===== config.mk =====
export PLATFORM = sky130hd
export DESIGN_NAME = load_store_unit_flat
export DESIGN_NICKNAME = d
export VERILOG_FILES = /design/src/rtl/load_store_unit_pkg.sv /design/src/rtl/load_store_unit_if.sv /design/src/rtl/load_store_unit_align.sv /design/src/rtl/load_store_unit.sv /design/src/flat_wrapper.sv
export SDC_FILE = /design/constraint.sdc
export NUM_CORES = 1
export LEC_CHECK = 0
export CORE_MARGIN = 4
export CORE_UTILIZATION = 23
export DETAILED_ROUTE_END_ITERATION = 8
export PLACE_DENSITY = 0.49
export SETUP_SLACK_MARGIN = 0.4
export SYNTH_ARGS = -nofsm -noshare
export SYNTH_HDL_FRONTEND = slang
export SYNTH_HIERARCHICAL = 1
export SYNTH_SLANG_ARGS = --single-unit

===== constraint.sdc =====
create_clock -name clk -period 1.8 [get_ports clk]
set_input_delay 0.45 -clock clk [delete_from_list [all_inputs] [get_ports clk]]
set_output_delay 0.45 -clock clk [all_outputs]
set_load 0.02 [all_outputs]

===== src/rtl/load_store_unit_pkg.sv =====
`default_nettype none
// load_store_unit_pkg: funct3 codes, FSM state encoding and access-size decode shared by the LSU files. Rev 1.0
package load_store_unit_pkg;

  localparam logic [2:0] F3_B  = 3'b000;
  localparam logic [2:0] F3_H  = 3'b001;
  localparam logic [2:0] F3_W  = 3'b010;
  localparam logic [2:0] F3_BU = 3'b100;
  localparam logic [2:0] F3_HU = 3'b101;

  typedef enum logic [1:0] {
    S_IDLE  = 2'd0,
    S_READ  = 2'd1,
    S_WRITE = 2'd2,
    S_RESP  = 2'd3
  } state_t;

  typedef enum logic [1:0] {
    SZ_BYTE = 2'd0,
    SZ_HALF = 2'd1,
    SZ_WORD = 2'd2
  } size_t;

  // Reserved funct3 codes fall through to a full-word access.
  function automatic size_t access_size(input logic [2:0] f3);
    case (f3)
      F3_B, F3_BU: return SZ_BYTE;
      F3_H, F3_HU: return SZ_HALF;
      F3_W:        return SZ_WORD;
      default:     return SZ_WORD;
    endcase
  endfunction

endpackage
`default_nettype wire


===== src/rtl/load_store_unit_if.sv =====
`default_nettype none
// load_store_unit_if: core request/response channel plus the word-wide data memory port. Rev 1.0
interface load_store_unit_if #(
  parameter int ADDR_LINE_W = 12,
  parameter int XLEN        = 32
);
  logic                   req_valid;
  logic                   req_ready;
  logic                   req_write;
  logic [2:0]             req_funct3;
  logic [XLEN-1:0]        req_addr;
  logic [XLEN-1:0]        req_wdata;
  logic                   resp_valid;
  logic [XLEN-1:0]        resp_rdata;
  logic                   resp_fault;
  logic [ADDR_LINE_W-1:0] mem_line;
  logic                   mem_write;
  logic [XLEN-1:0]        mem_write_data;
  logic [XLEN-1:0]        mem_data;

  modport master (
    input  req_valid, req_write, req_funct3, req_addr, req_wdata, mem_data,
    output req_ready, resp_valid, resp_rdata, resp_fault, mem_line, mem_write, mem_write_data
  );

  modport slave (
    output req_valid, req_write, req_funct3, req_addr, req_wdata, mem_data,
    input  req_ready, resp_valid, resp_rdata, resp_fault, mem_line, mem_write, mem_write_data
  );
endinterface
`default_nettype wire


===== src/rtl/load_store_unit_align.sv =====
`default_nettype none
// lsu_align: combinational lane extract/extend for loads and lane merge for sub-word stores. Rev 1.0
module lsu_align
  import load_store_unit_pkg::*;
(
  input  logic [2:0]  funct3_i,
  input  logic [1:0]  addr_lo_i,
  input  logic [31:0] word_i,
  input  logic [31:0] wdata_i,
  output logic [31:0] load_data_o,
  output logic [31:0] store_word_o
);

  logic [7:0]  lane_b;
  logic [15:0] lane_h;
  size_t       size;

  always_comb begin
    size   = access_size(funct3_i);
    lane_b = word_i[7:0];
    case (addr_lo_i)
      2'd0: lane_b = word_i[7:0];
      2'd1: lane_b = word_i[15:8];
      2'd2: lane_b = word_i[23:16];
      2'd3: lane_b = word_i[31:24];
      default: lane_b = word_i[7:0];
    endcase
    lane_h = addr_lo_i[1] ? word_i[31:16] : word_i[15:0];

    // funct3[2] marks the unsigned (BU/HU) variants.
    load_data_o  = word_i;
    store_word_o = wdata_i;
    case (size)
      SZ_BYTE: begin
        load_data_o  = funct3_i[2] ? {24'd0, lane_b} : {{24{lane_b[7]}}, lane_b};
        store_word_o = word_i;
        case (addr_lo_i)
          2'd0: store_word_o[7:0]   = wdata_i[7:0];
          2'd1: store_word_o[15:8]  = wdata_i[7:0];
          2'd2: store_word_o[23:16] = wdata_i[7:0];
          2'd3: store_word_o[31:24] = wdata_i[7:0];
          default: store_word_o = word_i;
        endcase
      end
      SZ_HALF: begin
        load_data_o  = funct3_i[2] ? {16'd0, lane_h} : {{16{lane_h[15]}}, lane_h};
        store_word_o = addr_lo_i[1] ? {wdata_i[15:0], word_i[15:0]}
                                    : {word_i[31:16], wdata_i[15:0]};
      end
      default: begin
        load_data_o  = word_i;
        store_word_o = wdata_i;
      end
    endcase
  end

endmodule
`default_nettype wire


===== src/rtl/load_store_unit.sv =====
`default_nettype none
// load_store_unit: one-at-a-time RV32I load/store initiator with read-modify-write sub-word stores. Rev 1.0
// Define MISALIGN_TRAP_EN to fault misaligned H/W accesses instead of truncating the address.
module load_store_unit
  import load_store_unit_pkg::*;
#(
  parameter int ADDR_LINE_W = 12,
  parameter int XLEN        = 32
) (
  input  logic              clk,
  input  logic              reset,
  load_store_unit_if.master bus
);

  state_t                 state_q, state_d;
  logic                   write_q;
  logic [2:0]             funct3_q;
  logic [1:0]             addr_lo_q;
  logic [XLEN-1:0]        wdata_q;
  logic [ADDR_LINE_W-1:0] line_q;
  logic [XLEN-1:0]        rdata_q;
  logic [XLEN-1:0]        mem_wdata_q;
  logic                   fault_q;
  logic                   accept;
  logic                   misalign;
  logic [XLEN-1:0]        load_data;
  logic [XLEN-1:0]        merge_data;
  logic                   unused_addr;

  assign accept      = (state_q == S_IDLE) && bus.req_valid;
  assign unused_addr = ^bus.req_addr[XLEN-1:ADDR_LINE_W+2];

`ifdef MISALIGN_TRAP_EN
  always_comb begin
    misalign = 1'b0;
    case (access_size(bus.req_funct3))
      SZ_HALF: misalign = bus.req_addr[0];
      SZ_WORD: misalign = |bus.req_addr[1:0];
      default: misalign = 1'b0;
    endcase
  end
`else
  assign misalign = 1'b0;
`endif

  lsu_align u_align (
    .funct3_i     (funct3_q),
    .addr_lo_i    (addr_lo_q),
    .word_i       (bus.mem_data),
    .wdata_i      (wdata_q),
    .load_data_o  (load_data),
    .store_word_o (merge_data)
  );

  always_ff @(posedge clk) begin
    if (reset) state_q <= S_IDLE;
    else       state_q <= state_d;
  end

  // Loads and sub-word stores read first; only full-word stores skip straight to WRITE.
  always_comb begin
    state_d = state_q;
    case (state_q)
      S_IDLE: begin
        if (bus.req_valid) begin
          if (misalign)
            state_d = S_RESP;
          else if (!bus.req_write || access_size(bus.req_funct3) != SZ_WORD)
            state_d = S_READ;
          else
            state_d = S_WRITE;
        end
      end
      S_READ:  state_d = write_q ? S_WRITE : S_RESP;
      S_WRITE: state_d = S_RESP;
      S_RESP:  state_d = S_IDLE;
      default: state_d = S_IDLE;
    endcase
  end

  always_ff @(posedge clk) begin
    if (reset) begin
      write_q     <= 1'b0;
      funct3_q    <= F3_W;
      addr_lo_q   <= 2'd0;
      wdata_q     <= '0;
      line_q      <= '0;
      rdata_q     <= '0;
      mem_wdata_q <= '0;
      fault_q     <= 1'b0;
    end else begin
      if (accept) begin
        write_q   <= bus.req_write;
        funct3_q  <= bus.req_funct3;
        addr_lo_q <= bus.req_addr[1:0];
        wdata_q   <= bus.req_wdata;
        line_q    <= bus.req_addr[ADDR_LINE_W+1:2];
        fault_q   <= misalign;
        if (bus.req_write) mem_wdata_q <= bus.req_wdata;
      end
      if (state_q == S_READ) begin
        if (write_q) mem_wdata_q <= merge_data;
        else         rdata_q     <= load_data;
      end
    end
  end

  assign bus.req_ready      = (state_q == S_IDLE);
  assign bus.resp_valid     = (state_q == S_RESP);
  assign bus.mem_write      = (state_q == S_WRITE);
  assign bus.mem_line       = line_q;
  assign bus.mem_write_data = mem_wdata_q;
  assign bus.resp_rdata     = ((state_q == S_RESP) && (write_q || fault_q)) ? '0 : rdata_q;
`ifdef MISALIGN_TRAP_EN
  assign bus.resp_fault     = (state_q == S_RESP) && fault_q;
`else
  assign bus.resp_fault     = 1'b0;
`endif

endmodule
`default_nettype wire

===== src/flat_wrapper.sv =====
// flat-port wrapper written by rule: the top's interface ports become plain ports
module load_store_unit_flat import load_store_unit_pkg::*;
#(
  parameter int ADDR_LINE_W = 12,
  parameter int XLEN        = 32
)
  (clk, reset, bus_req_valid, bus_req_write, bus_req_funct3, bus_req_addr, bus_req_wdata, bus_mem_data, bus_req_ready, bus_resp_valid, bus_resp_rdata, bus_resp_fault, bus_mem_line, bus_mem_write, bus_mem_write_data);
  load_store_unit_if #(.ADDR_LINE_W(ADDR_LINE_W), .XLEN(XLEN)) bus_i ();
  input  logic clk;
  input  logic reset;
  input wire logic [$bits(bus_i.req_valid)-1:0] bus_req_valid;
  input wire logic [$bits(bus_i.req_write)-1:0] bus_req_write;
  input wire logic [$bits(bus_i.req_funct3)-1:0] bus_req_funct3;
  input wire logic [$bits(bus_i.req_addr)-1:0] bus_req_addr;
  input wire logic [$bits(bus_i.req_wdata)-1:0] bus_req_wdata;
  input wire logic [$bits(bus_i.mem_data)-1:0] bus_mem_data;
  output wire logic [$bits(bus_i.req_ready)-1:0] bus_req_ready;
  output wire logic [$bits(bus_i.resp_valid)-1:0] bus_resp_valid;
  output wire logic [$bits(bus_i.resp_rdata)-1:0] bus_resp_rdata;
  output wire logic [$bits(bus_i.resp_fault)-1:0] bus_resp_fault;
  output wire logic [$bits(bus_i.mem_line)-1:0] bus_mem_line;
  output wire logic [$bits(bus_i.mem_write)-1:0] bus_mem_write;
  output wire logic [$bits(bus_i.mem_write_data)-1:0] bus_mem_write_data;
  assign bus_i.req_valid = bus_req_valid;
  assign bus_i.req_write = bus_req_write;
  assign bus_i.req_funct3 = bus_req_funct3;
  assign bus_i.req_addr = bus_req_addr;
  assign bus_i.req_wdata = bus_req_wdata;
  assign bus_i.mem_data = bus_mem_data;
  assign bus_req_ready = bus_i.req_ready;
  assign bus_resp_valid = bus_i.resp_valid;
  assign bus_resp_rdata = bus_i.resp_rdata;
  assign bus_resp_fault = bus_i.resp_fault;
  assign bus_mem_line = bus_i.mem_line;
  assign bus_mem_write = bus_i.mem_write;
  assign bus_mem_write_data = bus_i.mem_write_data;
  load_store_unit #(.ADDR_LINE_W(ADDR_LINE_W), .XLEN(XLEN)) u_core (.clk(clk), .reset(reset), .bus(bus_i));
endmodule

# After elaboration in Yosys (flattened, before gate mapping)
# Index checks and enable logic that the tools add are counted.
# W data, S select, Z words.
word_totals:
  register_bits: 116
classes:
  n_eq_ne: 15
  mux: 24
  n_bitwise: 1
  n_reduce_logical: 14
op_table:
  columns: ["cell", "n"]
  rows:
  - ["$mux W32", 8]
  - ["$pmux W32 S2", 2]
  - ["$mux W8", 4]
  - ["$pmux W8 S4", 1]
  - ["$mux W16", 1]
  - ["$eq A3 B3 Y1 const B", 4]
  - ["$eq A2 B2 Y1 const B", 4]
  - ["$mux W2", 4]
  - ["$pmux W2 S2", 2]
  - ["$pmux W2 S4", 1]
  - ["$reduce_or A2 Y1", 4]
  - ["$eq A2 B1 Y1 const B", 3]
  - ["$eq A3 B1 Y1 const B", 2]
  - ["$logic_not A2 Y1", 3]
  - ["$logic_not A3 Y1", 2]
  - ["$ne A2 B2 Y1 const B", 2]
  - ["$logic_and A1 B1 Y1", 2]
  - ["$reduce_and A2 Y1", 1]
  - ["$logic_not A1 Y1", 1]
  - ["$logic_or A1 B1 Y1", 1]
  - ["$mux W1", 1]
  - ["$not A1 Y1", 1]

# Longest topological paths before layout
depth:
  depth_word: 10
  mapped_depth: 8

# Modules after synthesis
# The synthesis kept the hierarchy.
modules_own_cells:
  columns: ["mod", "instances", "cells_per_inst", "area_each_um2"]
  rows:
  - ["load_store_unit", 1, 591, 4598.2]
  - ["lsu_align", 1, 243, 1839.3]

# Worst setup path before layout
# OpenSTA, ideal clock, no wires.
synth_timing:
  path_kind: "flip-flop to output port"
  startpoint: "reg u_core.state_q[0]"
  endpoint: "out bus_resp_rdata[10]"
  t_arrival_ns: 1.199
  required_time_ns: 1.350
  path_slack_ns: 0.151
  stages_incl_launch_ff: 5
  n_path_buf: 1
  cell_sequence: "dfxtp_1 ha_1 nand2_1 clkbuf_1 and2_1"
synth_between:
  elab_chain_cells: 3
synth_rtl:
  columns: ["item", "line", "text"]
  rows:
  - ["start, declared", "load_store_unit.sv:15", "state_t state_q, state_d;"]
  - ["start signal, assigned", "load_store_unit.sv:57", "else state_q <= state_d;"]
  - ["$eq A2 B2 Y1", null, null]
  - ["named net bus_resp_valid", "flat_wrapper.sv:18", "output wire logic [$bits(bus_i.resp_valid)-1:0] bus_resp_valid;"]
  - ["$logic_and A1 B1 Y1", "load_store_unit.sv:113", "assign bus.resp_rdata = ((state_q == S_RESP) && (write_q || fault_q)) ? '0 : rdata_q;"]
  - ["$mux W32", "load_store_unit.sv:113", null]
  - ["end, declared", "flat_wrapper.sv:19", "output wire logic [$bits(bus_i.resp_rdata)-1:0] bus_resp_rdata;"]
# The timed path passes the listed nets, and every way through them passes these cells.

# Final worst setup path
layout_timing:
  startpoint: "reg u_core.state_q[1]"
  endpoint: "out bus_mem_write"
layout_between:
  elab_chain_cells: 1
layout_rtl:
  columns: ["item", "line", "text"]
  rows:
  - ["$eq A2 B2 Y1", "load_store_unit.sv:110", "assign bus.mem_write = (state_q == S_WRITE);"]
  - ["end, declared", "flat_wrapper.sv:22", "output wire logic [$bits(bus_i.mem_write)-1:0] bus_mem_write;"]
# No other way between the ends.

==> flow_summary.ini <==
[die]
initial_core_util_pct = 23.6
row_count = 60
dieHeight_um = 175
die_area_um2 = 30700
die_width_um = 175
top_level_ports = 183
core_region_area_um2 = 27300

[outcome]
failed_checks = setup timing
run_status = finished with violations

[worst_setup_path]
critical_path.n_buffers_inverters = 4
nature_of_the_critical_path_endpoint = primary output
cp_required_ns = 1.35
crit_fanout = 3
critical_path.slowest_cell = dfxtp_4
crit_path_start = u_core/state_q[1]
worstPathCellList = buf_4 -> buf_6 -> buf_4 -> ha_4 -> buf_6
reg2reg_from = u_core/state_q[1]
rrSetupSlack_ns = -0.08
critical_path_arrival_ns = 1.44
worstReg2RegEnd = u_core/bus.mem_write_data[17]
crit_path_max_incr_delay_ns = 0.35
cp_top_family = buffers and inverters
critical_path_depth = 5
crit_path_start_kind = flop
r2r.worst_path.cells = 10
crit_path_kind = reg2out

[yosys]
synth.cell_area_um2 = 6440
synth_commonest_cells = 256 x nand2_1, 116 x dfxtp_1, 83 x a21oi_1
synthesized_netlist_net_count = 941
syn-instance-count = 834
synth_top_cell_area_share_pct = 36.1
synth-edff-count = 0
post-synth-top-area-cell = dfxtp_1
synth_seq_area_share_pct = 36.1
yosysWarnings = 6
syn_avg_cell_area_um2 = 7.72
yosys_register_bits = 116
yosys_most_used_dff = dfxtp_1
synth.lib_cells_used.distinct = 47
async_flop_share_pct = 0
synth.most_common_cell = nand2_1
synth_area_leaders = dfxtp_1 36%, nand2_1 15%, a21oi_1 6.5%

[timing]
setup_slack_ns = -0.0870
timing_hold_violations_final = 0
setup_repair_after_global_routing_missed_its_margin = true
max_freq_mhz = 530
holdWs_ns = 0.399
timing.final.crit_share_pct = 105
maxSlewViolCount = 0
clock_skew_ns = 0.0118
final-setup-viol-count = 67
min_period_ns = 1.89
max-slew-margin-rel_pct = 58.5
tightest_slew_ns = 0.622

[job]
timing.max_cap.violations = 0

[min_path]
worstHoldStart = reset
worstHoldEndpoint = u_core/bus.mem_write_data[16]
worstHoldPathType = in2reg
timing.hold.worst_path_depth = 2

[global_routing]
grt_first_pass_wirelength_mm = 43.0
largest_net_degree_at_the_start_of_global_routing = 62
via_count_of_the_first_global_routing_pass = 6967
grt-ovfl-total = 0
track_usage_pct = 18.2
grt_antenna_before_repair = 0

[placement]
finalWeightedCongestion = 0.854
post_dp_cell_area_um2 = 9070
dp.final_hpwl_mm = 18.6
dpl.cell_count = 1376
numPortBuffers = 163

[clock_tree]
numCtsBuffers = 17
cts.clk_slew.worst_paths_ns = 0.06
cts_max_path_buffers = 2
ctsRootBufferMaster = clkbuf_16
cts-htree-levels = 4
worst_skew_pair.late_latency_ns = 0.42
clock_tree_from_tritoncts = done
cts.sinks = 116
postCtsHoldBufs = 0

[drt]
drt-pass1-iter-count = 5
number_of_routed_nets_with_antenna_violations = 0
remaining_drc_errors = 0
drt_iter0_markers = 484
via_per_inst = 5.00
drt-wirelength-per-cell_um = 20.3
route.final.wire_length_mm = 30.0
vias = 7380

[power_and_ir_drop]
vdd_drop_max_v = 0.000659
power_density_nw_per_um2 = 1380
report.power.total_w = 0.0165
power.leakage_nw = 4.95

[layout]
design_area_um2 = 11900
fraction_of_final_layout_cells_sized_beyond_drive_strength_1_pct = 51.1
antennaDiodeCount = 0
final_cell_count_no_fill = 1477
area_growth_syn_to_layout_pct = 85.0
layout.nets = 1201
-- routing by layer --
| metal | track usage, % | wire [µm] | vias up |
|---|---|---|---|
| met5 | 0 | 0 | - |
| met4 | 6.91 | 816 | 0 |
| met3 | 3.64 | 1880 | 50 |
| met2 | 28.6 | 13900 | 304 |
| met1 | 24.7 | 13500 | 3568 |
| li1 | - | - | 3458 |
-- worst max-delay path by stage --
stage | end
global placement | u_core/rdata_q[9]
global route | bus_resp_rdata[15]
CTS | bus_resp_rdata[10]
detailed placement | u_core/rdata_q[5]
finish | bus_mem_write
floorplan | u_core/rdata_q[12]
-- layout make-up --
type,instances,area (µm²)
fill,2656,15300
sequential,116,2340
inverter,4,25.0
clock buffer,20,457
multi-input combinational,638,5000
timing repair buffer,317,3480
clock inverter,10,131
tap,372,465
-- metrics by stage --
step	setup TNS, ns	util (%)	setup WS, ns
2_1_floorplan	0	-	0.282
3_3_place_gp	-12.02	33.3	-0.261
3_5_place_dp	-11.83	33.3	-0.243
4_1_cts	-5.02	39.7	-0.140
5_1_grt	-8.89	43.7	-0.141
6_report	-3.66	43.7	-0.0870
-- placed cells by master, fill, tap and decap left out, types with 7 or more instances in the layout --
master and instances:
nand2_1 136, buf_4 112, dfxtp_1 106, clkdlybuf4s50_1 71, nand2_4 67, buf_6 61
a21oi_2 60, nand2_2 53, nor2_1 41, and2_4 33, mux2i_1 32, a21oi_1 23
buf_12 21, clkbuf_16 19, buf_16 19, o221ai_1 19, a311oi_1 18, a22oi_1 17
a311oi_2 15, buf_2 14, o21ai_1 13, dlygate4sd2_1 12, nor2b_1 11, mux2_4 9
a22oi_2 8, o22ai_1 7, mux4_2 7
-- what timing repair did --
item	4_1_cts	5_1_grt
cloned	21	3
resized for setup	530	273
pin swaps	63	78
endpoints found under the setup margin	194	178
setup buffers	41	6
-- power breakdown --
| part | internal [W] | switching, W |
|---|---|---|
| clock | 0.00222 | 0.00125 |
| combinational | 0.00480 | 0.00465 |
| sequential | 0.00313 | 0.000451 |
| total | 0.0101 | 0.00635 |
-- cells by family (layout without fill, tap and decap cells) --
family | Yosys count | after routing | synth area share (%)
buffers and inverters | 82 | 351 | 6.94
flip-flops | 116 | 116 | 36.1
adder cells (fa/ha/maj) | 4 | 4 | 0.777
other | 1 | 1 | 0.0583
multiplexers | 49 | 49 | 9.15
AO/OA/AOI/OAI | 211 | 213 | 22.3
AND/OR/NAND/NOR | 371 | 371 | 24.7
-- flip-flops by register name, indices dropped and copies added, names as in the netlist --
| signal | count |
|---|---|
| u_core/addr_lo_q | 2 |
| u_core/bus.mem_write_data | 32 |
| u_core/write_q | 1 |
| u_core/wdata_q | 32 |
| u_core/rdata_q | 32 |
| u_core/funct3_q | 3 |
| u_core/bus.mem_line | 12 |
| u_core/state_q | 2 |
Note: power is estimated with default switching activity, not from simulation.
==> RTL edit 1: new RTL, same flow settings <==
`ADDR_LINE_W` is set to 12 in 3 places; all go to 14.
--- a/src/rtl/load_store_unit_if.sv
+++ b/src/rtl/load_store_unit_if.sv
@@ -2,5 +2,5 @@
 // load_store_unit_if: core request/response channel plus the word-wide data memory port. Rev 1.0
 interface load_store_unit_if #(
-  parameter int ADDR_LINE_W = 12,
+  parameter int ADDR_LINE_W = 14,
   parameter int XLEN        = 32
 );
--- a/src/rtl/load_store_unit.sv
+++ b/src/rtl/load_store_unit.sv
@@ -5,5 +5,5 @@
   import load_store_unit_pkg::*;
 #(
-  parameter int ADDR_LINE_W = 12,
+  parameter int ADDR_LINE_W = 14,
   parameter int XLEN        = 32
 ) (
--- a/src/flat_wrapper.sv
+++ b/src/flat_wrapper.sv
@@ -2,5 +2,5 @@
 module load_store_unit_flat import load_store_unit_pkg::*;
 #(
-  parameter int ADDR_LINE_W = 12,
+  parameter int ADDR_LINE_W = 14,
   parameter int XLEN        = 32
 )
Ports: changed (resized bus_mem_line); port bits go from 183 to 185. The function was not compared with the original's and may differ.
==> RTL edit 1 against the original RTL <==
Synthesized cell count up 1.1%. Count of clock-buffer cells in the layout up 1. Wire length increased by 3.6%. Area after synthesis is 0.58% higher. Power rose by 4.3%. Die area increased by 0.55%. Sequential cell count is 2 higher. Setup slack worse by 0.046 ns. Cell area grew 4.2%. The flow still finishes with violations (negative setup slack). Largest cell class unchanged. Register-to-register slack got worse by 0.02 ns.
==> RTL edit 1: results <==
export IMPL_outcome="finished with violations"
export IMPL_violations="negative setup slack"
export IMPL_multi_input_area_share=0.411
export IMPL_vdd_drop_max_mv=0.617
export IMPL_clock_skew_final_ns=0.0104
export IMPL_pre_cts_ws_ns=-0.342
export IMPL_dieArea_mm2=0.0309
export IMPL_clock_sink_count=118
export IMPL_hpwl_um=18800
export IMPL_port_buffers=167
export IMPL_crit_start="u_core/state_q[0]"
export IMPL_grt_pass1_wl_um=45400
export IMPL_synth_cells=843
export IMPL_buf_share=0.305
export IMPL_placed_cell_area_mm2=0.00923
export IMPL_synth_distinct_cells=44
export IMPL_nFillCells=2685
export IMPL_yosys_top_cells_area="dfxtp_1 (36%), nand2_1 (15%), a21oi_1 (6.6%), mux2i_1 (5.1%), a311oi_1 (4.5%)"
export IMPL_comb_multi_input_count=646
export IMPL_signal_buffers=332
export IMPL_dp_cells=1399
export IMPL_clkbuf_count=21
export IMPL_instances_no_fill=1511
export IMPL_setup_violations=68
export IMPL_track_usage=0.191
export IMPL_viasPerCell=5.04
export IMPL_ys_top_cells_by_count="nand2_1 (260), dfxtp_1 (118), a21oi_1 (85)"
export IMPL_fin_ws_ns=-0.133
export IMPL_gp_congestion=0.860
export IMPL_syn2layout_area_growth_pct=91.7
export IMPL_syn_num_nets=950
export IMPL_cp_top_family="flip-flops"
export IMPL_wirelength_um=31100
[RTL edit 1: changes by cell type in the layout (fill, tap and decap cells not counted), sizes merged, moves of 3 or more]
cell | unedited run | this run
buf | 232 | 244
clkdlybuf4s50 | 71 | 79
diode | 0 | 3
dlygate4sd2 | 12 | 6
nand2 | 257 | 262
[RTL edit 1: per-layer routing]
metal  global-route usage  vias up  share of wire  routed length (µm)
met2                0.298      321           0.46               14300
met4               0.0715        2          0.029                 906
li1                     -     3529              -                   -
met3               0.0622       60          0.081                2520
met1                0.246     3701           0.43               13400
met5                    0        -        0.00035                  11
[RTL edit 1: final timing paths]
check	end	slack, ns	cells past startpoint
setup / recovery	bus_resp_rdata[0]	-0.13	5
hold / removal	u_core/addr_lo_q[1]	0.33	2
setup reg to reg	u_core/bus.mem_write_data[9]	-0.10	11
hold reg to reg	u_core/bus.mem_line[0]	0.46	2
[RTL edit 1: cells by family after synthesis]
family                   share of synthesized area
adder cells (fa/ha/maj)                    0.00773
AND/OR/NAND/NOR                              0.247
buffers and inverters                       0.0651
multiplexers                                0.0910
other                                     0.000579
AO/OA/AOI/OAI                                0.223
flip-flops                                   0.365
[RTL edit 1: what timing repair did]
item	CTS	global route
gates cloned	26	3
pin swaps	43	79
endpoints found under the setup margin	198	183
gates resized for setup	554	288
setup buffers	39	11
[RTL edit 1: where the power goes]
part	switching, W	internal [W]	leakage [nW]	total (W)
clock network	0.00125	0.00237	0.299	0.00362
registers	0.000491	0.00319	0.973	0.00368
logic	0.00480	0.00510	3.83	0.00989
total	0.00654	0.0107	5.11	0.0172
==> RTL edit 2: new RTL, config.mk and constraints unchanged <==
Without the edit above. The 4 states of `state_t` get a one-hot encoding in 4 bits.
--- a/src/rtl/load_store_unit_pkg.sv
+++ b/src/rtl/load_store_unit_pkg.sv
@@ -9,9 +9,9 @@
   localparam logic [2:0] F3_HU = 3'b101;
 
-  typedef enum logic [1:0] {
-    S_IDLE  = 2'd0,
-    S_READ  = 2'd1,
-    S_WRITE = 2'd2,
-    S_RESP  = 2'd3
+  typedef enum logic [3:0] {
+    S_IDLE  = 4'b0001,
+    S_READ  = 4'b0010,
+    S_WRITE = 4'b0100,
+    S_RESP  = 4'b1000
   } state_t;
 
Formal check against the unedited RTL: same outputs for any inputs over 4 cycles, from zero or initial values and one cycle with reset high; so few cycles prove little.
==> RTL edit 2 against the original RTL <==
The flow still finishes with violations (negative setup slack). Setup slack worse by 0.29 ns. Wire length is 9.1% higher. Area after synthesis up 9.5%. Sequential cell count up 2. Cell area rose by 0.72%. Critical endpoint is now bus_resp_rdata[31]. Synthesized cell count up 7.9%.
Power is not compared: it rests on default switching activity, and its combinational part moved more than twofold at a synthesized area within 25%.
==> RTL edit 2: results <==
export IMPL_cts_resized=517
export IMPL_clock_area_frac=0.0507
export IMPL_instances_no_fill=1523
export IMPL_grt_use_met1=0.256
export IMPL_worst_pin_slew_ns=0.675
export IMPL_wirelength_um=32800
export IMPL_clock_skew_final_ns=0.00939
export IMPL_nFlopsAndLatches=118
export IMPL_setup_violations=69
export IMPL_drt_iter0_drc=671
export IMPL_yosys_top_cells_area="dfxtp_1 (34%), o21ai_0 (8.5%), a21oi_1 (6.0%), nand3_1 (5.8%), mux2i_1 (4.7%)"
export IMPL_fin_ws_ns=-0.380
export IMPL_dr_wl_met3_um=2080
export IMPL_wl_met1_um=14700
export IMPL_track_usage=0.184
export IMPL_r2r_end="u_core/bus.mem_write_data[0]"
export IMPL_grt_pass1_wl_um=47800
export IMPL_violations="negative setup slack"
export IMPL_dr_wl_met2_um=15300
export IMPL_ff_latch_area_mm2=0.00240
export IMPL_nWellTaps=390
export IMPL_vias=8091
export IMPL_nets=1223
export IMPL_pre_cts_ws_ns=-0.415
export IMPL_grt_use_met2=0.287
export IMPL_hpwl_um=20700
export IMPL_critPathMaxFanout=32
export IMPL_use_met3=0.0365
export IMPL_arrival_ns=1.73
export IMPL_hold_end="u_core/rdata_q[9]"
export IMPL_rr_worst_depth=6
export IMPL_signal_buffers=303
export IMPL_comb_multi_input_count=644
export IMPL_ys_top_cells_by_count="o21ai_0 (120), dfxtp_1 (118), a21oi_1 (84)"
export IMPL_inverters_excl_clock=36
export IMPL_outcome="finished with violations"
export IMPL_tns_ns=-13.71
export IMPL_nFillCells=2985
export IMPL_grt_pass1_vias=7655
export IMPL_gp_congestion=0.846
export IMPL_placed_cell_area_mm2=0.00976
export IMPL_multi_input_area_share=0.428
export IMPL_r2r_start="u_core/state_q[3]"
-- RTL edit 2: logic make-up after synthesis --
logic type	count (synthesis)	synth area share
and+or+nand+nor	263	0.204
DFF	118	0.335
AOI/OAI and AO/OA	326	0.285
muxes	50	0.0852
other	1	0.000532
buffers and inverters	142	0.0898
-- RTL edit 2: worst max path at each step --
stage	from	to	slack, ns	depth (start not counted)
floorplan	u_core/state_q[1]	bus_resp_rdata[10]	0.06	5
detailed placement	bus_req_write	u_core/bus.mem_write_data[21]	-0.42	5
CTS	u_core/state_q[2]	bus_resp_rdata[31]	-0.41	5
global route	u_core/state_q[2]	bus_resp_rdata[31]	-0.46	5
global placement	u_core/state_q[2]	bus_resp_rdata[0]	-0.39	5
finish	u_core/state_q[2]	bus_resp_rdata[31]	-0.38	5
-- RTL edit 2: critical path, delay by kind of cell, from the launching register on --
kind | cells | cell delay, ns
buffers and inverters | 2 | 0.32
flip-flops | 1 | 0.35
AND/OR/NAND/NOR | 3 | 0.62
